### src/rtl/crank_cam_gen.sv
// ---------------------------------------------------------------------------
// crank_cam_gen
// Missing-tooth crank trigger-wheel generator with a 720-degree phased cam
// output. It is the transmit end of the hwag capture path. It is used for
// on-chip loopback self-test and as a bench stimulus source.
//
// Each physical tooth occupies one "slot" of P_eff clk cycles. The last
// physical tooth (NT-1) absorbs the missing teeth, so its slot is
// (TEETH_MISSING+1)*P_eff long. Every slot is low first and then high for
// floor(P_eff/2) cycles. The gap therefore shows up as a long low phase.
//
// Ports:
//   clk        system clock
//   rst        synchronous reset, active-low
//   en         run request; a running slot always completes
//   period_in  clk cycles per tooth position, sampled on a slot's first cycle
//   cam_on     tooth index at which cam rises
//   cam_off    tooth index at which cam falls
//   vr_out     crank waveform
//   cam_out    cam waveform
//   tooth_num  current physical tooth, 0..NT-1
//   rev_phase  revolution parity (720-degree phase)
//   tooth_stb  one-cycle pulse on the first cycle of every slot
//   sync_stb   one-cycle pulse on the first cycle of tooth 0
//   busy       high while a slot is in progress
// ---------------------------------------------------------------------------
module crank_cam_gen #(
   parameter int TEETH_TOTAL   = 60,
   parameter int TEETH_MISSING = 2,
   parameter int DIV_W         = 16
) (
   input  logic             clk,
   input  logic             rst,
   input  logic             en,
   input  logic [DIV_W-1:0] period_in,
   input  logic [7:0]       cam_on,
   input  logic [7:0]       cam_off,
   output logic             vr_out,
   output logic             cam_out,
   output logic [7:0]       tooth_num,
   output logic             rev_phase,
   output logic             tooth_stb,
   output logic             sync_stb,
   output logic             busy
);

   localparam int               NT         = TEETH_TOTAL - TEETH_MISSING;
   localparam int               CW         = DIV_W + 4;
   localparam logic [7:0]       LAST_TOOTH = 8'(NT - 1);
   localparam logic [CW-1:0]    GAP_MULT   = CW'(TEETH_MISSING + 1);
   localparam logic [DIV_W-1:0] P_MIN      = DIV_W'(4);

   typedef enum logic {IDLE, RUN} state_t;

   state_t           state;
   logic [CW-1:0]    cnt;
   logic [DIV_W-1:0] p_eff;
   logic             fresh;

   logic [DIV_W-1:0] p_in_clamped;
   logic [DIV_W-1:0] p_cur;
   logic [CW-1:0]    slot_len;
   logic [CW-1:0]    high_len;
   logic [CW-1:0]    cnt_inc;
   logic             last_tooth;
   logic             slot_end;
   logic [7:0]       next_tooth;
   logic             next_phase;

   // Cam level for a tooth T in revolution parity ph. When cam_on > cam_off,
   // the window wraps from the odd revolution into the even one.
   function automatic logic cam_eval(input logic [7:0] t, input logic ph,
                                     input logic [7:0] on_idx,
                                     input logic [7:0] off_idx);
      if (on_idx < off_idx)
         return ph & (t >= on_idx) & (t < off_idx);
      else if (on_idx > off_idx)
         return (ph & (t >= on_idx)) | (~ph & (t < off_idx));
      else
         return 1'b0;
   endfunction

   // Slot geometry for the slot in progress. On the first cycle of a slot
   // (cnt == 0), the period comes straight from the clamped input, because
   // p_eff is only latched at the end of that cycle. After that cycle the
   // latched copy is used, so mid-slot period changes have no effect.
   always_comb begin
      p_in_clamped = (period_in < P_MIN) ? P_MIN : period_in;
      p_cur        = (cnt == '0) ? p_in_clamped : p_eff;
      last_tooth   = (tooth_num == LAST_TOOTH);
      high_len     = CW'(p_cur >> 1);
      slot_len     = last_tooth ? (GAP_MULT * CW'(p_cur)) : CW'(p_cur);
      cnt_inc      = cnt + CW'(1);
      slot_end     = (cnt_inc == slot_len);
      next_tooth   = last_tooth ? 8'd0 : (tooth_num + 8'd1);
      next_phase   = rev_phase ^ last_tooth;
   end

   // Main sequencer. All outputs are registered, so a slot's strobes and cam
   // update appear on its first cycle. The 'fresh' flag gives a sync_stb on
   // the very first slot after reset. A resume at tooth 0 after a stop does
   // not give one, because the wrap already happened while the FSM stopped.
   always_ff @(posedge clk) begin
      if (!rst) begin
         state     <= IDLE;
         cnt       <= '0;
         p_eff     <= P_MIN;
         fresh     <= 1'b1;
         vr_out    <= 1'b0;
         cam_out   <= 1'b0;
         tooth_num <= 8'd0;
         rev_phase <= 1'b0;
         tooth_stb <= 1'b0;
         sync_stb  <= 1'b0;
         busy      <= 1'b0;
      end else begin
         tooth_stb <= 1'b0;
         sync_stb  <= 1'b0;
         case (state)
            IDLE: begin
               vr_out <= 1'b0;
               busy   <= 1'b0;
               cnt    <= '0;
               if (en) begin
                  state     <= RUN;
                  busy      <= 1'b1;
                  tooth_stb <= 1'b1;
                  sync_stb  <= fresh;
                  fresh     <= 1'b0;
                  cam_out   <= cam_eval(tooth_num, rev_phase, cam_on, cam_off);
               end
            end
            RUN: begin
               if (cnt == '0)
                  p_eff <= p_in_clamped;
               if (slot_end) begin
                  cnt       <= '0;
                  vr_out    <= 1'b0;
                  tooth_num <= next_tooth;
                  rev_phase <= next_phase;
                  if (en) begin
                     tooth_stb <= 1'b1;
                     sync_stb  <= last_tooth;
                     cam_out   <= cam_eval(next_tooth, next_phase, cam_on, cam_off);
                  end else begin
                     state <= IDLE;
                     busy  <= 1'b0;
                  end
               end else begin
                  cnt    <= cnt_inc;
                  vr_out <= (cnt_inc >= (slot_len - high_len));
               end
            end
            default: state <= IDLE;
         endcase
      end
   end

endmodule

### config.mk
export PLATFORM = sky130hd
export DESIGN_NAME = crank_cam_gen
export DESIGN_NICKNAME = d
export VERILOG_FILES = /design/src/rtl/crank_cam_gen.sv
export SDC_FILE = /design/constraint.sdc
export NUM_CORES = 1
export LEC_CHECK = 0
export CORE_MARGIN = 2
export CORE_UTILIZATION = 55
export CTS_CLUSTER_SIZE = 25
export DETAILED_ROUTE_END_ITERATION = 10
export PLACE_DENSITY_LB_ADDON = 0.2
export SYNTH_ARGS = -nofsm -noshare
export SYNTH_HDL_FRONTEND = slang
export SYNTH_SLANG_ARGS = --single-unit
### constraint.sdc
create_clock -name clk -period 6.25 [get_ports clk]
set_clock_uncertainty 0.1 [all_clocks]
set_input_delay 1.25 -clock clk [delete_from_list [all_inputs] [get_ports clk]]
set_output_delay 1.25 -clock clk [all_outputs]
set_load 0.005 [all_outputs]
== Yosys cells after proc, flatten, opt, wreduce, memory -nomap -nowiden ==
Index checks and enable logic that the tools add are counted.

* Bits in registers: 52
* Input port bits: 35
* Output and inout bits: 14
* Logic and storage cells: 74

* Add/subtract/negate cells: 3
* $mul: 1
* Magnitude comparators: 8
* Equality and inequality tests: 6
* Mux-type cells: 28
* Bitwise logic cells: 12
* Reductions and logical operators: 5

{| class="wikitable"
|+ Operator list
! kind !! number
|-
| case mux 20 bit (2 select lines) || 1
|-
| two-way mux 16 bit || 2
|-
| less-than comparator 8 bit || 3
|-
| adder 20 x 1 -> 20 bit, second input constant || 1
|-
| == test 20 x 18 -> 1 bit || 1
|-
| greater-or-equal comparator 20 bit || 1
|-
| logical NOT 20 bit || 1
|-
| two-way mux 20 bit || 1
|-
| subtractor 18 x 15 -> 19 bit || 1
|-
| multiplier 2 x 16 -> 18 bit, first input constant || 1
|-
| two-way mux 18 bit || 1
|-
| greater-or-equal comparator 8 bit || 2
|-
| less-than comparator 16 x 3 -> 1 bit, second input constant || 1
|-
| two-way mux 1 bit || 16
|-
| case mux 1 bit (2 select lines) || 6
|-
| adder 8 x 1 -> 8 bit, second input constant || 1
|-
| == test 8 x 6 -> 1 bit, second input constant || 1
|-
| greater-than comparator 8 bit || 1
|-
| two-way mux 8 bit || 1
|-
| AND 1 bit || 6
|-
| != test 2 bit, second input constant || 3
|-
| AND reduction 2 bit || 3
|-
| NOT 1 bit || 3
|-
| AND reduction 3 bit || 1
|-
| 3 further kinds || 4
|}

== Logic depth before layout (Yosys ltp) ==
* Depth after elaboration: 10
* Gate-level depth with buffers: 33
* Depth with buffers taken out: 31

== Least setup slack after synthesis ==
OpenSTA, ideal clock, no wires.

* Path type: input to register
* Start point: in period_in[7]
* End point: reg vr_out
* Library setup time: 0.127 ns
* Data arrival time: 6.500 ns
* Required time: 6.023 ns
* Path slack: -0.477 ns
* Stages on the path: 28
* Buffers on the path: 1
* Cell sequence: nor4_2 nand4_1 o2111ai_1 and2_1 clkbuf_1 inv_1 ha_1 inv_1 fa_1 and3_4 nor3_4 xnor2_1 inv_1 ha_1 a41oi_1 o211ai_1 maj3_1 o2111ai_1 a21boi_1 o41ai_2 o21a_1 nand2_1 ha_1 a21o_1 a2111oi_0 nand2_1 o221ai_1 a211oi_1

* Word-level cells in the longest chain between the ends: 9
* Elaborated cells between the ends (all ways): 10
* Those cells by class: add/sub: 1; mul: 1; order compare: 2; eq/ne: 1; mux: 5

{| class="wikitable"
|+ Ends and longest elaborated chain
! element !! RTL line !! RTL
|-
| from (decl) || 35 || <nowiki>input logic [DIV_W-1:0] period_in,</nowiki>
|-
| less-than comparator 16 x 3 -> 1 bit (*) || 88 || <nowiki>p_in_clamped = (period_in < P_MIN) ? P_MIN : period_in;</nowiki>
|-
| two-way mux 16 bit (*) || 88 ||
|-
| two-way mux 16 bit (*) || -- ||
|-
| via p_cur[1] || 61 || <nowiki>logic [DIV_W-1:0] p_cur;</nowiki>
|-
| multiplier 2 x 16 -> 18 bit || 92 || <nowiki>slot_len = last_tooth ? (GAP_MULT * CW'(p_cur)) : CW'(p_cur);</nowiki>
|-
| two-way mux 18 bit || 92 ||
|-
| subtractor 18 x 15 -> 19 bit || 151 || <nowiki>vr_out <= (cnt_inc >= (slot_len - high_len));</nowiki>
|-
| greater-or-equal comparator 20 bit || 151 ||
|-
| two-way mux 1 bit (*) || 136 || <nowiki>if (slot_end) begin</nowiki>
|-
| case mux 1 bit (2 select lines) (*) || 119 || <nowiki>case (state)</nowiki>
|-
| to (signal assigned) || 151 ||
|-
| to (decl) || 38 || <nowiki>output logic vr_out,</nowiki>
|}

Mark *: on every way through the listed nets, which the timed path passes. The rest lies on a longest branch.
A chain may end at the register's enable or synchronous reset.

== Worst setup path after layout ==
* Start point: in period_in[2]
* End point: reg vr_out

Same word-level chain as after synthesis.

==> summary.md <==
| Metric | Value |
|---|---|
| Routability Congestion | `1.01` |
| # hold bufs at CTS | `0` |
| Post-synth cell types | `93` |
| FF-to-FF Start | `cnt[13]$_SDFF_PP0_` |
| Ratio of final minimum period to clock period | `103%` |
| Status | `complete, but fails checks` |
| Sequential element share of the synthesized area | `14.8%` |
| Post-DP HPWL | `between 15000 and 20000 µm` |
| CP required | `6330 ps` |
| Synth Area per Inst | `slightly below 8 µm²` |
| Async set-reset flop share out of synthesis | `0%` |
| # setup viols final | `1` |
| Detailed Routing Iterations Pass 1 | `5` |
| Rel. slew slack | `36.6%` |
| Topmost layer with routed signal wires | `met4` |
| Worst setup EP type | `flop` |
| Routed wl met2 | `around 10000 µm` |
| Hold path startpoint | `busy$_SDFFE_PN0P_` |
| R2R Path End | `vr_out$_SDFF_PN0_` |
| GRT overflow | `0` |
| Post-Syn Nets | `1038` |
| Initial antenna violation count | `0` |
| Overall via count from detail_route | `7644` |
| Clk Latency, worst-skew pair | `~320 ps` |
| Power Density | `between 150 and 200 mW/mm²` |
| Die area | `0.0138 mm²` |
| Row cnt | `41` |
| Metal3 WL | `1540 µm` |
| Worst slew pin tran | `950 ps` |
| # H-tree levels | `2` |
| Die height | `117 µm` |
| Post-Syn Area | `roughly 0.0071 mm²` |
| Core Region | `0.0126 mm²` |
| Clock slew at reported path FFs | `70 ps` |
| Crit start category | `input pin` |
| Longest Clk Path Bufs | `2` |
| WP data arrival | `6500 ps` |
| Failing checks | `setup timing` |
| Final ANT Viol Nets | `0` |
| Synthesized flop and latch total | `52` |
| Starting Density | `~56%` |
| Commonest non-fill, non-tap cell in the layout | `buf_4` |
| Fin cells | `roughly 1200` |
| Area growth from synthesis to layout | `29.2%` |
| CTS root buf | `clkbuf_16` |
| WHS Endpoint | `busy$_SDFFE_PN0P_` |
| Antenna cells | `0` |
| Cells after synthesis | `913` |
| Fin. max-slew vios | `0` |
| WL final | `22300 µm` |
| Setup_tns | `-167 ps` |
| CTS buffer count | `5` |
| Ys flop type | `dfxtp_1` |
| WL/cell | `17.9 µm` |
| CTS tree | `built` |
| Drt initial violations | `696` |
| Utilization after layout | `72.6%` |
| Final hold vios | `0` |
| Pin count of the biggest net entering global routing | `37` |
| R2r worst-path depth | `26` |
| Vias in the first global route | `7047` |
| I/O pins | `49` |
| Max cap viols | `0` |
| YS warnings | `0` |
| Setup CP Type | `in2reg` |
| Hold path cells | `1` |
| Hold crit path type | `reg2reg` |
| # DRC | `0` |
| Gr usage total | `between 30% and 40%` |
| EDFF count, synth | `0` |
| Worst VDD drop | `0.186 mV` |
| Placed cells | `1226` |
| Layout Nets | `1199` |
| Achievable frequency | `~160 MHz` |
| WL met1 | `9830 µm` |
| R2R setup slack | `70 ps` |
| Setup slack after layout | `-167 ps` |
| Most frequent cells in the layout | `buf_4, nor2_1, ha_1, inv_1, dfxtp_1` |
| Via-to-Cell Ratio | `6.13` |
| Unrepaired setup endpoints after global routing | `yes` |
| Port Buf Inserts | `48` |
| Tmin final | `6420 ps` |
| First-pass GRT wire length | `35200 µm` |
| Die W | `117 µm` |
| CTS sink cnt | `52` |
| Layout cell share with drive strength beyond 1 | `22.9%` |
| Pleak | `4.20 nW` |
| Crit Path Max Fanout | `5` |
registers in the layout (all words and copies together), names as in the netlist:
signal / flops
cnt: 20
p_eff: 16
tooth_num: 8
busy: 1
cam_out: 1
fresh: 1
rev_phase: 1
state: 1
sync_stb: 1
tooth_stb: 1
vr_out: 1
kinds of logic after synthesis:
| family | Yosys count | share of synthesized area (%) |
|---|---|---|
| xor+xnor | 65 | 8.65 |
| buf+inv | 103 | 6.15 |
| mux | 15 | 2.13 |
| compound gates | 261 | 26.8 |
| simple gates | 325 | 25.1 |
| fa+ha+maj | 92 | 16.5 |
| flops | 52 | 14.8 |
worst max-delay path by stage:
stage | slack [ps] | startpoint | end
2_1_floorplan | -0.3 | period_in[14] | vr_out$_SDFF_PN0_
3_3_place_gp | -790 | period_in[13] | vr_out$_SDFF_PN0_
3_5_place_dp | -890 | period_in[13] | vr_out$_SDFF_PN0_
4_1_cts | -100 | period_in[6] | vr_out$_SDFF_PN0_
5_1_grt | -490 | period_in[7] | vr_out$_SDFF_PN0_
6_report | -170 | period_in[2] | vr_out$_SDFF_PN0_
synthesized netlist by cell type (23+ instances only):
library cell / number / area share, %
ha_1: 88 / 16
nor2_1: 88 / 4.7
inv_1: 59 / 3.1
a21oi_1: 54 / 3.8
dfxtp_1: 52 / 15
nand2_1: 41 / 2.2
xnor2_1: 38 / 4.7
o21ai_0: 35 / 2.5
nand3_1: 28 / 2.0
clkbuf_1: 26 / 1.4
a21o_1: 25 / 2.7
xor2_1: 24 / 3.0
a211oi_1: 23 / 2.4
nor3_1: 23 / 1.6
cell type report:
class	instances	area, µm²
clock buffers	6	129
clock inverters	2	16.3
fillers	995	3450
inverters	62	238
multi-input cells	758	5900
flip-flops and latches	52	1040
well taps	172	215
repair buffers	195	1580
timing repair:
| item | in CTS | in global routing |
|---|---|---|
| endpoints found under the setup margin | 2 | 1 |
| setup buffers | 6 | 7 |
| resized for setup | 34 | 38 |
| pin swaps | 21 | 27 |
power breakdown:
| group | internal, mW | switching, mW | leakage [nW] |
|---|---|---|---|
| sequential | 0.345 | 0.0139 | 0.424 |
| clock | 0.150 | 0.149 | 0.0671 |
| combinational | 0.537 | 0.541 | 3.70 |
| total | 1.03 | 0.704 | 4.20 |
worst max-delay path, cell delays in order:
cell and delay [ps]:
clkdlybuf4s50_1 480, or2_4 140, o2111ai_2 140, and2_4 200, inv_6 70, ha_4 140
inv_2 40, fa_2 440, and3_4 190, nor3_4 210, xnor2_2 160, inv_2 70
ha_4 230, a41oi_2 130, o211ai_1 140, maj3_2 370, o2111ai_2 240, a21boi_2 110
o41ai_4 340, o21a_1 180, nand2_2 70, ha_4 220, a21o_1 200, a2111oi_4 330
nand2_1 110, o221ai_2 210, a211oi_2 90
per-layer routing:
metal  GRT usage (%)  up-vias
met5               0        -
met4            9.65        0
met3            5.05       55
met2            54.3      287
met1            43.4     3571
li1                -     3731
metrics by stage:
| stage | instance area, µm² | total power, mW | setup slack (ps) | hold slack [ps] |
|---|---|---|---|---|
| after global routing | 9120 | 1.84 | -494 | 392 |
| after floorplan | 7190 | 1.00 | -0.345 | 340 |
| after global placement | 8680 | 1.34 | -791 | 347 |
| final | 9120 | 1.74 | -167 | 359 |
| after detailed placement | 8680 | 1.36 | -893 | 353 |
| after CTS | 8970 | 1.69 | -100 | 366 |
Power figures use the tool's default switching activity.
